==> config.mk <==
export PLATFORM = sky130hd
export DESIGN_NAME = secuenciador_notas
export DESIGN_NICKNAME = d
export VERILOG_FILES = /design/src/rtl/secuenciador_notas.sv
export SDC_FILE = /design/constraint.sdc
export NUM_CORES = 1
export LEC_CHECK = 0
export ABC_AREA = 1
export BUFFER_PORTS_ARGS = -buffer_cell sky130_fd_sc_hd__buf_2
export CORE_MARGIN = 3
export CORE_UTILIZATION = 45
export DETAILED_ROUTE_END_ITERATION = 12
export GPL_TIMING_DRIVEN = 1
export HOLD_SLACK_MARGIN = 0.05
export PLACE_DENSITY = 0.67
export SLEW_MARGIN = 20
export SYNTH_ARGS = -nofsm -noshare
export SYNTH_HDL_FRONTEND = slang
export SYNTH_SLANG_ARGS = --single-unit
export TNS_END_PERCENT = 10
==> constraint.sdc <==
create_clock -name clk -period 3 [get_ports clk]
set_clock_uncertainty 0.1 [all_clocks]
set_input_delay 0.15 -clock clk [delete_from_list [all_inputs] [get_ports clk]]
set_output_delay 0.15 -clock clk [all_outputs]
set_load 0.1 [all_outputs]
==> src/rtl/secuenciador_notas.sv <==
// Tempo-driven step sequencer: walks sel through 0..LAST_STEP at a fixed tempo and
// produces a note gate with a trailing articulation gap in every step.
module secuenciador_notas #(
  parameter int unsigned TICKS_PER_STEP = 6250000,
  parameter int unsigned GAP_TICKS      = 625000,
  parameter int unsigned LAST_STEP      = 25
) (
  input  logic       clk,
  input  logic       rst,
  input  logic       start,
  input  logic       stop,
  input  logic       pause,
  input  logic       loop_en,
  output logic [7:0] sel,
  output logic       gate,
  output logic       step_tick,
  output logic       busy,
  output logic       done,
  output logic [1:0] dbg_state
);

  typedef enum logic [1:0] {
    IDLE   = 2'd0,
    PLAY   = 2'd1,
    PAUSED = 2'd2,
    FINISH = 2'd3
  } state_t;

  localparam logic [23:0] TICK_LAST = 24'(TICKS_PER_STEP - 1);
  localparam logic [23:0] GATE_END  = 24'(TICKS_PER_STEP - GAP_TICKS);
  localparam logic [7:0]  SEL_LAST  = 8'(LAST_STEP);

  state_t      state;
  logic [23:0] tick_cnt;

  assign dbg_state = state;

  // Outputs are all registered alongside the state; gate is computed from the
  // next tick_cnt so it lines up with the step that sel is presenting.
  always_ff @(posedge clk) begin
    if (rst) begin
      state     <= IDLE;
      tick_cnt  <= '0;
      sel       <= '0;
      gate      <= 1'b0;
      step_tick <= 1'b0;
      busy      <= 1'b0;
      done      <= 1'b0;
    end else begin
      step_tick <= 1'b0;
      done      <= 1'b0;
      if (stop) begin
        state    <= IDLE;
        tick_cnt <= '0;
        sel      <= '0;
        gate     <= 1'b0;
        busy     <= 1'b0;
      end else begin
        case (state)
          IDLE: begin
            tick_cnt <= '0;
            sel      <= '0;
            if (start) begin
              state     <= PLAY;
              step_tick <= 1'b1;
              busy      <= 1'b1;
              gate      <= (GATE_END != 24'd0);
            end else begin
              gate <= 1'b0;
              busy <= 1'b0;
            end
          end
          PLAY, PAUSED: begin
            busy <= 1'b1;
            if (pause) begin
              // Timer and step frozen; leaving PAUSED resumes with the next count.
              state <= PAUSED;
              gate  <= 1'b0;
            end else if (tick_cnt < TICK_LAST) begin
              state    <= PLAY;
              tick_cnt <= tick_cnt + 24'd1;
              gate     <= ((tick_cnt + 24'd1) < GATE_END);
            end else if (sel < SEL_LAST) begin
              state     <= PLAY;
              sel       <= sel + 8'd1;
              tick_cnt  <= '0;
              step_tick <= 1'b1;
              gate      <= (GATE_END != 24'd0);
            end else if (loop_en) begin
              state     <= PLAY;
              sel       <= '0;
              tick_cnt  <= '0;
              step_tick <= 1'b1;
              gate      <= (GATE_END != 24'd0);
            end else begin
              state    <= FINISH;
              sel      <= '0;
              tick_cnt <= '0;
              gate     <= 1'b0;
              busy     <= 1'b0;
              done     <= 1'b1;
            end
          end
          FINISH: begin
            state    <= IDLE;
            sel      <= '0;
            tick_cnt <= '0;
            gate     <= 1'b0;
            busy     <= 1'b0;
          end
          default: begin
            state    <= IDLE;
            sel      <= '0;
            tick_cnt <= '0;
            gate     <= 1'b0;
            busy     <= 1'b0;
          end
        endcase
      end
    end
  end

endmodule

**After elaboration in Yosys (flattened, before gate mapping)**

Index checks and enable logic that the tools add are counted.
W data, S select, Z words.

- Flip-flop bits (word level): 38
- Input bits: 6
- Output and inout bits: 14
- Word-level logic and storage cells: 51

- Equality and inequality tests: 6
- Reduce and logical (&&, ||, !) cells: 6
- $add $sub $neg: 2
- Bitwise gates (word level): 1
- $lt $le $gt $ge: 3
- Muxes and demuxes: 26

Operators by type and width:

| operator | number |
|---|---|
| $lt A24 B23 Y1 const B | 2 |
| $mux W24 | 2 |
| $pmux W24 S2 | 1 |
| $add A24 B1 Y24 const B | 1 |
| $mux W8 | 3 |
| $pmux W8 S2 | 1 |
| $mux W1 | 10 |
| $mux W2 | 5 |
| $add A8 B1 Y8 const B | 1 |
| $lt A8 B5 Y1 const B | 1 |
| $ne A2 B2 Y1 const B | 3 |
| $pmux W1 S3 | 2 |
| $pmux W2 S3 | 1 |
| $reduce_or A2 Y1 | 3 |
| $reduce_or A6 Y1 | 1 |
| $eq A2 B2 Y1 const B | 2 |
| $eq A2 B1 Y1 const B | 1 |
| $logic_not A2 Y1 | 1 |
| $pmux W1 S2 | 1 |
| $reduce_and A2 Y1 | 1 |
| $not A1 Y1 | 1 |

**Longest topological paths before layout**

Gate-level depths: netlist (run 1).

- Word-level depth: 5
- Gate-level depth with buffers: 17
- Gate-level depth less buffers: 16

**Worst setup path after synthesis (run 1)**

Ideal clock, no wire load.

- Path kind: flip-flop to flip-flop
- From: register state[0], in the netlist dbg_state[0]
- To: register tick_cnt[17]
- Slack: 0.601 ns
- Setup time: 0.070 ns
- Clock period less this slack: 2.399 ns
- Cell stages (with the launch flop): 10
- Required time: 2.830 ns
- Path buffers: 1
- Arrival time: 2.228 ns
- Cell sequence: dfxtp_1 > inv_1 > ha_1 > inv_1 > nor2_1 > inv_1 > nor2_2 > buf_2 > nand2_1 > a21oi_1

- Cells in the longest elaborated chain, start to end: 3
- Elaborated cells between the ends (all ways): 8
- Those cells by class: eq/ne: 4; mux: 1; reduce/logical: 3

RTL lines:

| item | RTL line | RTL |
|---|---|---|
| start: declaration | 33 | `state_t state;` |
| start signal: assignment | 42 | `state <= IDLE;` |
| start signal: assignment | 53 | `state <= IDLE;` |
| start signal: assignment | 64 | `state <= PLAY;` |
| $eq A2 B2 Y1 (tied with other cells) | 59 | `case (state)` |
| $reduce_or A2 Y1 (on tied branches) | -- |  |
| $pmux W24 S2 / $ne A2 B2 Y1 (equally long branches) | -- |  |
| end signal: assignment | 81 | `tick_cnt <= tick_cnt + 24'd1;` |
| end: declaration | 34 | `logic [23:0] tick_cnt;` |

Parallel ways exist; a longest one is shown, timed or not.
A chain may end at the register's enable or synchronous reset.

**Worst setup path in the final report (run 1)**

- From: register tick_cnt[0]
- To: register tick_cnt[11]

- Cells in the longest elaborated chain, start to end: 4
- Elaborated cells between the ends (all ways): 5
- Those cells by class: add/sub: 1; order compare: 1; mux: 3

RTL lines:

| item | RTL line | RTL |
|---|---|---|
| $add A24 B1 Y24 / $lt A24 B23 Y1 (equally long branches) | 81, 79 |  |
| $mux W24 * | 79 | `end else if (tick_cnt < TICK_LAST) begin` |
| $mux W24 * | 75 | `if (pause) begin` |
| $pmux W24 S2 * | 59 |  |

Every way passes the cells marked *; elsewhere a longest branch is shown, timed or not. The select of a mux whose other input is x is not followed.

==> flow_summary.yaml, run 1 <==
run_status:
  outcome: "complete, no violations"
global_route:
  grt_pass1_wl_mm: 10.2
  grt_overflow: 0
  grt_pass1_vias: 2250
  grt_start_max_net_pins: 33
  track_usage: 0.201
  antenna_found_initial: 0
detailed_routing:
  dr.max_layer_used: "met4"
  initialDrtViolationCount: 108
  drtPass1Iterations: 5
  met2_length_mm: 2.82
  via_per_inst: 5.16
  vias: 2475
  final_antenna_net_count: 0
  wl_mm: 5.95
  drt-wirelength-per-cell_um: 12.4
  met1_length_mm: 2.83
  drc: 0
  routed-wl-met3_um: 239
place:
  post_dp_cell_area_sq_mm: 0.00264
  dp.final_hpwl_mm: 4.51
  place_congestion: 0.890
  portBuffers: 19
final_layout:
  antennaDiodeCount: 0
  area_delta_synth_final_pct: 10.0
  design_area_sq_mm: 0.00273
  final_nets: 422
  layout_commonest_cell: "nand2_1"
  mostFrequentLayoutCells: "121 x nand2_1, 49 x inv_1, 38 x dfxtp_1"
  layout-drive-gt1-share: 0.137
setup_path:
  start_kind: "flip-flop"
  r2r-start: "tick_cnt[0]$_SDFFE_PP0P_"
  reg2reg_to: "tick_cnt[11]$_SDFFE_PP0P_"
  rrSetupSlack_ns: 0.64
  critical_path.max_fanout: 14
  reg2regPathDepth: 10
  critical_path_class: "reg -> reg"
  cp-end-kind: "flip-flop"
  cp.arrival_ns: 2.48
  required_ns: 3.12
yosys:
  ys_seq_area_frac: 0.306
  syn_nets: 403
  synthCells: 390
  synth_seq_cells: 38
  yosysTopAreaCell: "dfxtp_1"
  ys_warn_count: 0
  synth_top_area_frac: 0.306
  ys_types: 38
  synth_area_sq_mm: 0.00248
  synth_area_leaders: "dfxtp_1 31%, nand2_1 18%, inv_1 7.4%, a21oi_1 6.0%, nor2_1 5.3%"
  synth_area_per_cell_sq_um: 6.37
timing:
  rsz0062_at_grt: "false"
  tightest_slew_ns: 1.00
  slew_violations: 0
  finalCritPeriodShare: 0.787
  setup_tns_ns: 0
  slew-limit-headroom: 0.329
  finalHoldViolCount: 0
  fmax_ghz: 0.424
  finalSetupViolations: 0
  period_minus_slack_ns: 2.36
cts:
  cts_tree: "yes"
  clock_latency_ns: 0.29
  cts_buffer_depth: 2
  cts_resized: 0
  numCtsBuffers: 5
  cts_num_sinks: 38
  cts_setup_buffers: 0
  htreeDepth: 2
  clk_pin_slew_worst_paths_ns: 0.08
  cts_hold_buf: 0
  root_buffer: "clkbuf_8"
hold_path:
  whs_endpoint: "dbg_state[1]$_SDFFE_PP0P_"
  worstHoldStart: "start"
  hold_depth: 4
  hp-class: "in -> reg"
floorplan:
  dieArea_sq_mm: 0.00644
  ioPinCount: 20
  coreArea_sq_mm: 0.00520
  die_h_um: 80.3
  initial_core_util: 0.477
  fp.dieW_um: 80.3
  num_rows: 26
pwr:
  power_density_mw_per_mm2: 355
  irDropWorstVdd_mv: 0.186
  cellLeakagePower_nw: 1.07
run:
  max_cap_violations: 0
## synthesized netlist by cell type
cell type,number
nand2_1,121
inv_1,49
dfxtp_1,38
nor2_1,35
a21oi_1,30
nand3_1,24
nand4_1,13
nand2_2,8
nor3_1,8
ha_1,7
nor2_2,6
o21ai_0,6
clkbuf_1,5
xor2_1,5
nor2_4,4
nand3_2,3
o21ai_1,3
o21bai_1,3
buf_2,2
o211ai_1,2
a21boi_1,1
a21oi_2,1
a2bb2oi_1,1
a31oi_1,1
and3_1,1
buf_4,1
clkinv_1,1
inv_2,1
nand2_4,1
nand3b_1,1
nor4_1,1
o21ai_4,1
o311ai_1,1
o31ai_1,1
or2_1,1
or2_2,1
xnor2_2,1
xor2_2,1
## cell type report
type | instances | area (sq um)
fillers | 527 | 2470
multi-input cells | 293 | 1490
flip-flops and latches | 38 | 761
inverters | 51 | 191
repair buffers | 20 | 103
well taps | 70 | 87.6
clock buffers | 6 | 82.6
clock inverters | 2 | 12.5
## worst max-delay path by stage
stage,to,depth (start not counted),startpoint
finish,tick_cnt[11]$_SDFFE_PP0P_,10,tick_cnt[0]$_SDFFE_PP0P_
global route,tick_cnt[11]$_SDFFE_PP0P_,10,tick_cnt[0]$_SDFFE_PP0P_
CTS,tick_cnt[11]$_SDFFE_PP0P_,10,tick_cnt[0]$_SDFFE_PP0P_
detailed placement,tick_cnt[11]$_SDFFE_PP0P_,10,tick_cnt[0]$_SDFFE_PP0P_
global placement,tick_cnt[11]$_SDFFE_PP0P_,10,tick_cnt[0]$_SDFFE_PP0P_
floorplan,tick_cnt[17]$_SDFFE_PP0P_,9,dbg_state[0]$_SDFFE_PP0P_
## metrics by stage
| step | setup slack, ns | hold WS [ns] | instances | power, mW | utilization |
|---|---|---|---|---|---|
| 2_1_floorplan | 0.601 | 0.224 | 390 | 0.586 | - |
| 3_3_place_gp | 0.715 | 0.349 | 472 | 0.603 | 0.506 |
| 3_5_place_dp | 0.638 | 0.354 | 472 | 0.604 | 0.506 |
| 4_1_cts | 0.619 | 0.0509 | 480 | 0.983 | 0.525 |
| 5_1_grt | 0.425 | 0.0816 | 480 | 1.01 | 0.525 |
| 6_report | 0.640 | 0.0632 | 480 | 0.970 | 0.525 |
## cells by family (layout without fill, tap and decap cells)
family,after synthesis,in the layout,synth area share
xor gates and xnor gates,7,7,0.0307
DFF,38,38,0.306
adders and majority gates,7,7,0.0353
buffers and inverters,59,79,0.0917
AOI/OAI and AO/OA,51,51,0.119
and+or+nand+nor,228,228,0.416
## state kept, by name, summed over array words and instances (netlist names)
register / flops
tick_cnt: 24
sel: 8
dbg_state: 2
busy: 1
done: 1
gate: 1
step_tick: 1
## report_power, final
group          switching [mW]  total (mW)  leakage (nW)  internal [mW]
clock network           0.193       0.378        0.0472          0.185
registers             0.00327       0.511         0.307          0.508
logic                  0.0642      0.0806         0.718         0.0164
## layer usage
layer,up-vias,track usage
li1,1297,-
met1,1121,0.258
met2,51,0.341
met3,6,0.0348
met4,0,0.0608
met5,-,0
## critical path: stages (launching register included)
cell and delay, ns:
dfxtp_1 0.37, ha_1 0.28, nand3_1 0.12, nand2_1 0.09
o311ai_1 0.31, nand2_2 0.15, nor2_2 0.27, buf_4 0.27
inv_1 0.07, a2bb2oi_1 0.13, nor2_1 0.11
No activity file was read; power rests on OpenSTA's default activity.
==> run 2: changes to the inputs <==
==> constraint.sdc (replaced) <==
create_clock -name clk -period 2.22 [get_ports clk]
set_clock_uncertainty 0.1 [all_clocks]
set_input_delay 0.111 -clock clk [delete_from_list [all_inputs] [get_ports clk]]
set_output_delay 0.111 -clock clk [all_outputs]
set_load 0.1 [all_outputs]
==> flow_summary.yaml, run 2 (synthesis results as in run 1) <==
detailed_routing:
  final_antenna_net_count: 0
  via_per_inst: 5.19
  drc: 0
  initialDrtViolationCount: 139
  drtPass1Iterations: 5
  vias: 2553
  drt-wirelength-per-cell_um: 12.6
  wl_mm: 6.20
timing:
  setup_tns_ns: 0
  slew-limit-headroom: 0.673
  slew_violations: 0
  finalSetupViolations: 0
  finalHoldViolCount: 0
  tightest_slew_ns: 0.493
  fmax_ghz: 0.498
  finalCritPeriodShare: 0.904
  period_minus_slack_ns: 2.01
setup_path:
  required_ns: 2.31
  worst-path-buf-inv: 1
  critical_path_class: "reg -> reg"
  crit_slowest_cell: "dfxtp_1"
  r2r-start: "tick_cnt[3]$_SDFFE_PP0P_"
  path_cells: "nand2_4 > nor2_4 > nand2_2 > inv_2 > nand2_1 > nand2_1 > nand3_1 > nor2_1 > nand3_1 > nand3_1 > nand2_1 > nand2_1 > nand2_1 > nand2_1 > a21oi_2"
  start_kind: "flip-flop"
  path_delay_family: "simple AND/OR/NAND/NOR gates"
  cp-end-kind: "flip-flop"
  critPathMaxStageDelay_ns: 0.49
  critPathLaunch: "tick_cnt[3]$_SDFFE_PP0P_"
  critical_path.max_fanout: 6
  cp_common_cell: "nand2_1"
  cp.arrival_ns: 2.10
final_layout:
  area_delta_synth_final_pct: 17.7
  antennaDiodeCount: 0
  layout_commonest_cell: "nand2_1"
  layout-drive-gt1-share: 0.187
  final_nets: 434
  largest_reg_flops: 24
  top_register: "tick_cnt"
  mostFrequentLayoutCells: "121 x nand2_1, 48 x inv_1, 33 x nor2_1"
  design_area_sq_mm: 0.00292
run:
  max_cap_violations: 0
place:
  post_dp_cell_area_sq_mm: 0.00270
  dp.final_hpwl_mm: 4.68
  portBuffers: 19
  place_congestion: 0.932
cts:
  cts_tree: "yes"
  clock_latency_ns: 0.30
  cts_buffer_depth: 2
  cts_num_sinks: 38
  numCtsBuffers: 5
  root_buffer: "clkbuf_8"
  htreeDepth: 2
  clk_pin_slew_worst_paths_ns: 0.08
global_route:
  grtUsageMet1: 0.275
  grt_pass1_wl_mm: 10.8
  track_usage: 0.208
  grt_pass1_vias: 2367
  busiest_layer: "met2"
  grt_start_max_net_pins: 19
  use_met2: 0.340
  grt_util_met3: 0.0280
  grt_overflow: 0
  antenna_found_initial: 0
floorplan:
  num_rows: 26
  ioPinCount: 20
  fp.dieW_um: 80.3
  dieArea_sq_mm: 0.00644
  initial_core_util: 0.477
  die_h_um: 80.3
  coreArea_sq_mm: 0.00520
hold_path:
  worstHoldStart: "pause"
  hp-class: "in -> reg"
run_status:
  outcome: "complete, no violations"
pwr:
  irDropWorstVdd_mv: 0.270
  power_density_mw_per_mm2: 459
  cellLeakagePower_nw: 1.16
[run 2: cell types whose count changed in the layout (fill, tap and decap cells not counted), moves of 2 or more]
cell / previous run / this run
buf_4: 1 / 9
dfxtp_1: 38 / 32
dfxtp_2: 0 / 6
dlygate4sd3_1: 0 / 3
nor2_4: 4 / 7
nand3_4: 0 / 2
nor2_1: 35 / 33
o21ai_1: 3 / 1
o21ai_2: 0 / 2
[run 2: metrics by stage]
step / setup WS, ns / power [mW] / util / hold slack [ns] / instances
detailed placement: 0.0751 / 0.822 / 0.519 / 0.325 / 480
floorplan: -0.0643 / 0.792 / - / 0.184 / 390
global placement: 0.108 / 0.821 / 0.519 / 0.323 / 480
global route: -0.0191 / 1.41 / 0.561 / 0.0826 / 492
CTS: 0.0647 / 1.36 / 0.543 / 0.0505 / 491
finish: 0.213 / 1.34 / 0.561 / 0.0647 / 492
[run 2: final timing paths]
path                                       endpoint  slack, ns  depth (start not counted)
worst max-delay path                gate$_SDFF_PP0_       0.21                         15
worst min-delay path                busy$_SDFF_PP0_       0.06                          3
worst max register to register      gate$_SDFF_PP0_       0.21                         15
worst min register to register  sel[7]$_SDFFE_PP0P_       0.37                          2
[run 2: final cells by class]
| type | instances | area [sq um] |
|---|---|---|
| fillers | 541 | 2280 |
| well taps | 70 | 87.6 |
| clock inverters | 2 | 16.3 |
| flip-flops and latches | 38 | 768 |
| multi-input cells | 293 | 1560 |
| clock buffers | 6 | 82.6 |
| repair buffers | 32 | 213 |
| inverters | 51 | 191 |
[run 2: repair_timing]
action                                 4_1_cts  5_1_grt
endpoints found under the hold margin        4        0
hold buffers                                 3        0
setup buffers                                0        1
gates resized for setup                      0       19
setup endpoints to repair                    0       22
[run 2: routing by layer]
metal | share of wire | routed length, um
met5 | 0 | 0
met4 | 0.018 | 110
met3 | 0.042 | 258
met2 | 0.48 | 3000
met1 | 0.46 | 2830
[run 2: worst min-delay path, stage by stage]
cell and delay, ns:
buf_2 0.11, o21bai_1 0.09, a21oi_1 0.11
[run 2: where the power goes]
group | switching (mW) | internal (mW) | total (mW)
Clock | 0.275 | 0.256 | 0.531
Sequential | 0.00418 | 0.686 | 0.691
Combinational | 0.0889 | 0.0313 | 0.120
